**src/rtl/ball_motion.sv**
```systemverilog
// Per-frame tilt integration for the Labyrinth ball icon. Each frame first integrates velocity,
// then moves X and then Y, and each axis move is checked with two wall-lookup probes before it commits.
`timescale 1ns/1ps
module ball_motion #(
    parameter int ICON_WIDTH  = 15,
    parameter int ICON_HEIGHT = 15,
    parameter int SCREEN_W    = 640,
    parameter int SCREEN_H    = 480,
    parameter int START_X     = 16,
    parameter int START_Y     = 16,
    parameter int VEL_MAX     = 7,
    parameter int ACC_SHIFT   = 4
) (
    input  logic              clk,
    input  logic              reset_n,
    input  logic              frame_tick,
    input  logic signed [7:0] accel_x,
    input  logic signed [7:0] accel_y,
    input  logic              accel_valid,
    input  logic              restart,
    output logic              wall_req,
    output logic [9:0]        wall_addr_x,
    output logic [8:0]        wall_addr_y,
    input  logic              wall_hit,
    output logic [9:0]        bot_LocX,
    output logic [8:0]        bot_LocY,
    output logic              moving,
    output logic              busy
);

    typedef enum logic [3:0] {
        S_IDLE, S_VEL, S_PX0, S_PX1, S_WX0, S_WX1, S_PY0, S_PY1, S_WY0, S_WY1
    } state_t;

    localparam logic signed [10:0] VEL_POS = 11'(VEL_MAX * 16);
    localparam logic signed [10:0] VEL_NEG = -VEL_POS;
    localparam logic signed [10:0] X_MAX   = 11'(SCREEN_W - ICON_WIDTH);
    localparam logic signed [10:0] Y_MAX   = 11'(SCREEN_H - ICON_HEIGHT);
    localparam logic [9:0]         X_SPAN  = 10'(ICON_WIDTH - 1);
    localparam logic [8:0]         Y_SPAN  = 9'(ICON_HEIGHT - 1);
    localparam logic [9:0]         X_START = 10'(START_X);
    localparam logic [8:0]         Y_START = 9'(START_Y);

    function automatic logic signed [9:0] satVel(input logic signed [10:0] v);
        if (v > VEL_POS) return VEL_POS[9:0];
        if (v < VEL_NEG) return VEL_NEG[9:0];
        return v[9:0];
    endfunction

    function automatic logic [9:0] clampX(input logic signed [10:0] v);
        if (v < 11'sd0) return '0;
        if (v > X_MAX) return X_MAX[9:0];
        return v[9:0];
    endfunction

    function automatic logic [8:0] clampY(input logic signed [10:0] v);
        if (v < 11'sd0) return '0;
        if (v > Y_MAX) return Y_MAX[8:0];
        return v[8:0];
    endfunction

    state_t state_q, state_d;

    logic [9:0]        locX_q, locX_d;
    logic [8:0]        locY_q, locY_d;
    logic signed [9:0] velX_q, velX_d, velY_q, velY_d;
    logic signed [7:0] accX_q, accX_d, accY_q, accY_d;
    logic [9:0]        nx_q, nx_d, edgeX_q, edgeX_d;
    logic [8:0]        ny_q, ny_d, edgeY_q, edgeY_d;
    logic              stepXnz_q, stepXnz_d, stepYnz_q, stepYnz_d;
    logic              hitA_q, hitA_d;
    logic              wallReq_q, wallReq_d;
    logic [9:0]        addrX_q, addrX_d;
    logic [8:0]        addrY_q, addrY_d;
    logic              moving_q, moving_d;

    logic signed [10:0] accStepX, accStepY, velSumX, velSumY;
    logic signed [9:0]  velNewX, velNewY;
    logic signed [10:0] stepX, stepY, nxRaw, nyRaw;
    logic [9:0]         nxNew, edgeXNew;
    logic [8:0]         nyNew, edgeYNew;
    logic               clampedX, clampedY;

    always_ff @(posedge clk or negedge reset_n) begin
        if (!reset_n) begin
            state_q <= S_IDLE;
        end else begin
            state_q <= state_d;
        end
    end

    always_comb begin
        state_d = state_q;
        if (restart) begin
            state_d = S_IDLE;
        end else begin
            case (state_q)
                S_IDLE:  if (frame_tick) state_d = S_VEL;
                S_VEL:   state_d = S_PX0;
                S_PX0:   state_d = S_PX1;
                S_PX1:   state_d = S_WX0;
                S_WX0:   state_d = S_WX1;
                S_WX1:   state_d = S_PY0;
                S_PY0:   state_d = S_PY1;
                S_PY1:   state_d = S_WY0;
                S_WY0:   state_d = S_WY1;
                S_WY1:   state_d = S_IDLE;
                default: state_d = S_IDLE;
            endcase
        end
    end

    // Velocity integration and the clamped target/leading edge, all evaluated while in VEL.
    always_comb begin
        accStepX = $signed({{3{accX_q[7]}}, accX_q}) >>> ACC_SHIFT;
        accStepY = $signed({{3{accY_q[7]}}, accY_q}) >>> ACC_SHIFT;
        velSumX  = $signed({velX_q[9], velX_q}) + accStepX;
        velSumY  = $signed({velY_q[9], velY_q}) + accStepY;
        velNewX  = satVel(velSumX);
        velNewY  = satVel(velSumY);
        stepX    = $signed({velNewX[9], velNewX}) >>> 4;
        stepY    = $signed({velNewY[9], velNewY}) >>> 4;
        nxRaw    = $signed({1'b0, locX_q}) + stepX;
        nyRaw    = $signed({2'b00, locY_q}) + stepY;
        nxNew    = clampX(nxRaw);
        nyNew    = clampY(nyRaw);
        clampedX = (nxRaw < 11'sd0) || (nxRaw > X_MAX);
        clampedY = (nyRaw < 11'sd0) || (nyRaw > Y_MAX);
        edgeXNew = (stepX > 11'sd0) ? nxNew + X_SPAN : nxNew;
        edgeYNew = (stepY > 11'sd0) ? nyNew + Y_SPAN : nyNew;
    end

    always_comb begin
        locX_d    = locX_q;
        locY_d    = locY_q;
        velX_d    = velX_q;
        velY_d    = velY_q;
        accX_d    = accX_q;
        accY_d    = accY_q;
        nx_d      = nx_q;
        ny_d      = ny_q;
        edgeX_d   = edgeX_q;
        edgeY_d   = edgeY_q;
        stepXnz_d = stepXnz_q;
        stepYnz_d = stepYnz_q;
        hitA_d    = hitA_q;
        wallReq_d = 1'b0;
        addrX_d   = addrX_q;
        addrY_d   = addrY_q;

        if (accel_valid) begin
            accX_d = accel_x;
            accY_d = accel_y;
        end

        if (restart) begin
            locX_d = X_START;
            locY_d = Y_START;
            velX_d = '0;
            velY_d = '0;
        end else begin
            // Probe strobes are registered, so each is raised one state ahead of the P* state it belongs to.
            case (state_q)
                S_VEL: begin
                    velX_d    = clampedX ? '0 : velNewX;
                    velY_d    = clampedY ? '0 : velNewY;
                    nx_d      = nxNew;
                    ny_d      = nyNew;
                    edgeX_d   = edgeXNew;
                    edgeY_d   = edgeYNew;
                    stepXnz_d = (stepX != 11'sd0);
                    stepYnz_d = (stepY != 11'sd0);
                    if (stepX != 11'sd0) begin
                        wallReq_d = 1'b1;
                        addrX_d   = edgeXNew;
                        addrY_d   = locY_q;
                    end
                end
                S_PX0: begin
                    if (stepXnz_q) begin
                        wallReq_d = 1'b1;
                        addrX_d   = edgeX_q;
                        addrY_d   = locY_q + Y_SPAN;
                    end
                end
                S_WX0, S_WY0: hitA_d = wall_hit;
                S_WX1: begin
                    if (stepXnz_q) begin
                        if (hitA_q || wall_hit) velX_d = '0;
                        else                    locX_d = nx_q;
                    end
                    if (stepYnz_q) begin
                        wallReq_d = 1'b1;
                        addrX_d   = locX_d;
                        addrY_d   = edgeY_q;
                    end
                end
                S_PY0: begin
                    if (stepYnz_q) begin
                        wallReq_d = 1'b1;
                        addrX_d   = locX_q + X_SPAN;
                        addrY_d   = edgeY_q;
                    end
                end
                S_WY1: begin
                    if (stepYnz_q) begin
                        if (hitA_q || wall_hit) velY_d = '0;
                        else                    locY_d = ny_q;
                    end
                end
                default: ;
            endcase
        end

        moving_d = (velX_d != '0) || (velY_d != '0);
    end

    always_ff @(posedge clk or negedge reset_n) begin
        if (!reset_n) begin
            locX_q    <= X_START;
            locY_q    <= Y_START;
            velX_q    <= '0;
            velY_q    <= '0;
            accX_q    <= '0;
            accY_q    <= '0;
            nx_q      <= '0;
            ny_q      <= '0;
            edgeX_q   <= '0;
            edgeY_q   <= '0;
            stepXnz_q <= 1'b0;
            stepYnz_q <= 1'b0;
            hitA_q    <= 1'b0;
            wallReq_q <= 1'b0;
            addrX_q   <= '0;
            addrY_q   <= '0;
            moving_q  <= 1'b0;
        end else begin
            locX_q    <= locX_d;
            locY_q    <= locY_d;
            velX_q    <= velX_d;
            velY_q    <= velY_d;
            accX_q    <= accX_d;
            accY_q    <= accY_d;
            nx_q      <= nx_d;
            ny_q      <= ny_d;
            edgeX_q   <= edgeX_d;
            edgeY_q   <= edgeY_d;
            stepXnz_q <= stepXnz_d;
            stepYnz_q <= stepYnz_d;
            hitA_q    <= hitA_d;
            wallReq_q <= wallReq_d;
            addrX_q   <= addrX_d;
            addrY_q   <= addrY_d;
            moving_q  <= moving_d;
        end
    end

    always_comb begin
        busy        = (state_q != S_IDLE);
        wall_req    = wallReq_q;
        wall_addr_x = addrX_q;
        wall_addr_y = addrY_q;
        bot_LocX    = locX_q;
        bot_LocY    = locY_q;
        moving      = moving_q;
    end

endmodule

```
**config.mk**
```make
export PLATFORM = sky130hd
export DESIGN_NAME = ball_motion
export DESIGN_NICKNAME = d
export VERILOG_FILES = /design/src/rtl/ball_motion.sv
export SDC_FILE = /design/constraint.sdc
export NUM_CORES = 1
export LEC_CHECK = 0
export CAP_MARGIN = 10
export CORE_MARGIN = 4
export CORE_UTILIZATION = 40
export CTS_CLUSTER_DIAMETER = 60
export DETAILED_ROUTE_END_ITERATION = 8
export GPL_TIMING_DRIVEN = 0
export SETUP_SLACK_MARGIN = 0.02
export SLEW_MARGIN = 5
export SYNTH_ARGS = -nofsm -noshare
export SYNTH_HDL_FRONTEND = slang
export SYNTH_SLANG_ARGS = --single-unit
```
**constraint.sdc**
```tcl
create_clock -name clk -period 6.8 [get_ports clk]
set_input_delay 0.68 -clock clk [delete_from_list [all_inputs] [get_ports clk]]
set_output_delay 0.68 -clock clk [all_outputs]
set_load 0.01 [all_outputs]
```
==> results.md <==
- Status: finished, final reports clean
- Vias in the first global route: 7,211
- Pint: around 1.5 mW
- Placed cells: 1,269
- Initial Util: 41.22%
- Final Hold Viols: 0
- Number of max-cap violations: 0
- Syn Inst Count: 951
- EDFF count, synth: 0
- Worst Hold Class: primary input to async pin
- Crit start category: register
- Vias/cell: 5.800
- Crit. End Element: register
- Final core occ: 48.08%
- Flop2flop setup slack: 0.34 ns
- Fmax: 154.8 MHz
- GR Util met3: 2.619%
- Layout Nets: 1,088
- Fin Setup TNS: 0 ns
- Final ANT Viol Nets: 0
- Clock power frac: 22.7%
- Post-Route WL: 23,670 um
- Period utilization: 94.98%
- Skew-Pair Late Insertion Delay: 0.36 ns
- Power Density: 257.0 mW/mm^2
- Comb pwr share: 40.8%
- DRT iter0 DRCs: 519
- Bufs on Longest Clock Path: 2
- Antenna violations before repair: 0
- Crit path DAT: 6.71 ns
- PortBufs: between 50 and 60
- Synth unique cells: 88
- Async SR Flop Fraction: 100.0%
- DRC Markers: 0
- Yosys top cell by area: dfrtp_1
- YS warnings: 0
- Total grt overflow: 0
- Largest net degree at the start of global routing: 74
- CTS clk-pin slew, worst paths: 0.07 ns
- Tot Pwr: 2.437 mW
- CTS Buf Count: 9
- Area Growth Syn to Fin: 16.64%
- FF-to-FF path depth: 23
- Leak: 4.080 nW
- Synth top area share: about 34%
- Die Ht: 150.5 um
- Layout fillers: 1,915
- RD Place Congestion: 0.8801
- Die area: 0.02266 sq mm
- Sequential fraction of the synthesis area: 34.21%
- Syn Std Cell Area: around 0.008 sq mm
- HPWL after detailed placement: 18,010 um
- CTS sink count: 111
- Peak VDD IR: 0.0001700 V
- Reg-to-Reg End: edgeX_q[5]
- Crit path kind: register to register
- Final setup vio count: 0
- Synthesized Nets: 1,019
- Clk root buf: clkbuf_16
- M1 GR Usage: 29.92%
- Main synth FF type: dfrtp_1
- Seq cells post-synth: 111
- CTS tree: built
- # IOs: 63
- First-pass GRT wire length: 38,780 um
- Critical register-to-register path startpoint: accX_q[7]
- Clock skew: 0.009181 ns
- H-tree levels: 3
- Seq pwr share: 36.5%
- Req. time, crit path: 7.05 ns
- Total number of vias: approximately 7,500
- Total track usage: 21.52%
- Most area-consuming cells after synthesis: dfrtp_1, ha_1, nand2_1
- Slew HR: 19.81%
- Minimum clock period: around 6.5 ns
- Routed len/inst: approximately 18 um
- Avg Cell Area, Syn: 8.547 sq um
- Worst-margin pin slew: 1.194 ns
- Commonest cells after routing, fill and taps aside: nand2_1, dfrtp_1, o21ai_0
- Most common cell after layout, fill and taps aside: nand2_1
- Slew Limit Fails: 0
- Met2 Use GR: a little over a third
- Max Fanout on Critical Path: 8
- # rows: 51
- Chip width: 150.5 um
- Antenna cell count: 0
- Final Non-Filler Cells: 1,290
- Layout cells sized above 1: 8.390%
- Core Footprint: between 0.015 and 0.02 sq mm
- Initial DRT Pass Iterations: 7
- Top Usage Layer GRT: met2
- Switching power total: 0.9321 mW
- Sw frac: about two fifths
## how the worst max path moves through the flow
stage,startpoint,slack (ns),end
detailed placement,accX_q[7],-0.62,edgeX_q[9]
CTS,velX_q[0],0.02,edgeX_q[9]
global route,accX_q[7],-0.007,edgeX_q[5]
floorplan,accX_q[7],0.73,edgeX_q[5]
global placement,accX_q[7],-0.59,edgeX_q[9]
finish,accX_q[7],0.34,edgeX_q[5]
## cells by family after synthesis
group                      synth area share, %
and+or+nand+nor                          20.72
AOI/OAI and AO/OA                        24.25
muxes                                    4.403
DFF                                      34.21
xor gates and xnor gates                 5.265
adders and majority gates                7.712
buffers and inverters                    3.448
## repair_timing
item                                    in CTS  in global routing
endpoints found under the setup margin      11                 13
hold buffers                                 0                  0
setup buffers                                2                  3
gates resized for setup                      5                 17
cloned                                       0                  0
pin swaps                                    3                  1
## routing by layer
metal,part of all wire (%),vias to the layer above
met5,0,-
li1,-,3632
met3,4.3,22
met4,1.5,0
met2,47,191
met1,47,3637
## state kept, by name, indices dropped and copies added, names as in the netlist
| register | flops |
|---|---|
| bot_LocX | 10 |
| velY_q | 10 |
| stepXnz_q | 1 |
| edgeX_q | 9 |
| wall_addr_x | 10 |
| hitA_q | 1 |
| moving | 1 |
| ny_q | 9 |
| wall_req | 1 |
| bot_LocY | 9 |
| state_q | 4 |
| nx_q | 10 |
| accX_q | 4 |
| velX_q | 10 |
| accY_q | 4 |
| stepYnz_q | 1 |
| edgeY_q | 8 |
| wall_addr_y | 9 |
## worst max-delay path, cell delays in order, from the launching register on
cell      delay [ns]
dfrtp_2         0.49
ha_1            0.37
o211ai_1        0.32
a21oi_2         0.10
or3_1           0.38
a31oi_2         0.30
nand3_1         0.20
o31ai_4         0.30
nand2b_1        0.15
ha_1            0.24
fa_1            0.44
a21o_1          0.20
o31ai_2         0.24
o21ai_1         0.18
a221oi_1        0.32
nand3_2         0.21
or4_4           0.56
a22oi_2         0.21
or2_4           0.18
ha_1            0.21
o311a_4         0.23
nor3_2          0.06
xnor2_2         0.18
mux2_2          0.27
## synth_stat cells, types with 3 or more instances
library cell  instances
a22oi_1               5
and3_1               11
o21ai_1               7
inv_1                28
or4_1                 6
a211oi_1              8
xnor2_1              31
a22o_1               11
o22a_1                3
nand3b_1              3
nand3_1              25
nor2b_1              18
nand2b_1             12
a31oi_1               9
a21oi_1              67
clkbuf_1             34
o21ai_0              70
a21o_1               23
a221oi_1              9
o2111ai_1             4
o211ai_1              8
dfrtp_1             109
o22ai_1               3
nor4_1                7
or2_2                 5
or2_1                 6
nor4b_1               4
ha_1                 42
mux2i_1              20
nor3_1               16
nand2_1             138
a311oi_1              3
fa_1                  4
o31ai_1               8
nor3b_1               4
and2_1                7
o221ai_1              6
xor2_1               16
a211o_1               7
buf_2                 6
o21a_1                4
nor2_1               62
nand4_1               6
or3_1                10
mux2_2               14
## power by group through the flow
stage / Combinational, mW / Clock (mW) / Sequential (mW)
finish: 0.994 / 0.553 / 0.890
global route: 1.10 / 0.593 / 0.908
CTS: 0.955 / 0.561 / 0.888
detailed placement: 0.937 / 0 / 0.901
global placement: 0.928 / 0 / 0.901
floorplan: 0.636 / 0 / 0.889
## cell type report
| cell class | count | area [sq um] | area share (%) |
|---|---|---|---|
| buffer | 42 | 165.2 | 1.742 |
| clock buffer | 12 | 246.5 | 2.600 |
| clock inverter | 4 | 53.80 | 0.5675 |
| inverter | 30 | 115.1 | 1.214 |
| multi-input combinational | 768 | 5200 | 54.85 |
| sequential | 111 | 2781 | 29.34 |
| tap | 265 | 331.6 | 3.497 |
| timing repair buffer | 58 | 586.8 | 6.190 |
## metrics by stage
stage                     hold WS [ns]  setup slack (ns)  area [sq um]
after floorplan                 0.3844            0.7253          8128
after global placement          0.4607           -0.5861          8980
after detailed placement        0.4650           -0.6201          9009
after CTS                       0.2331           0.02099          9355
after global routing            0.2447         -0.007352          9480
final                           0.2231            0.3416          9480
Power figures use the tool's default switching activity.
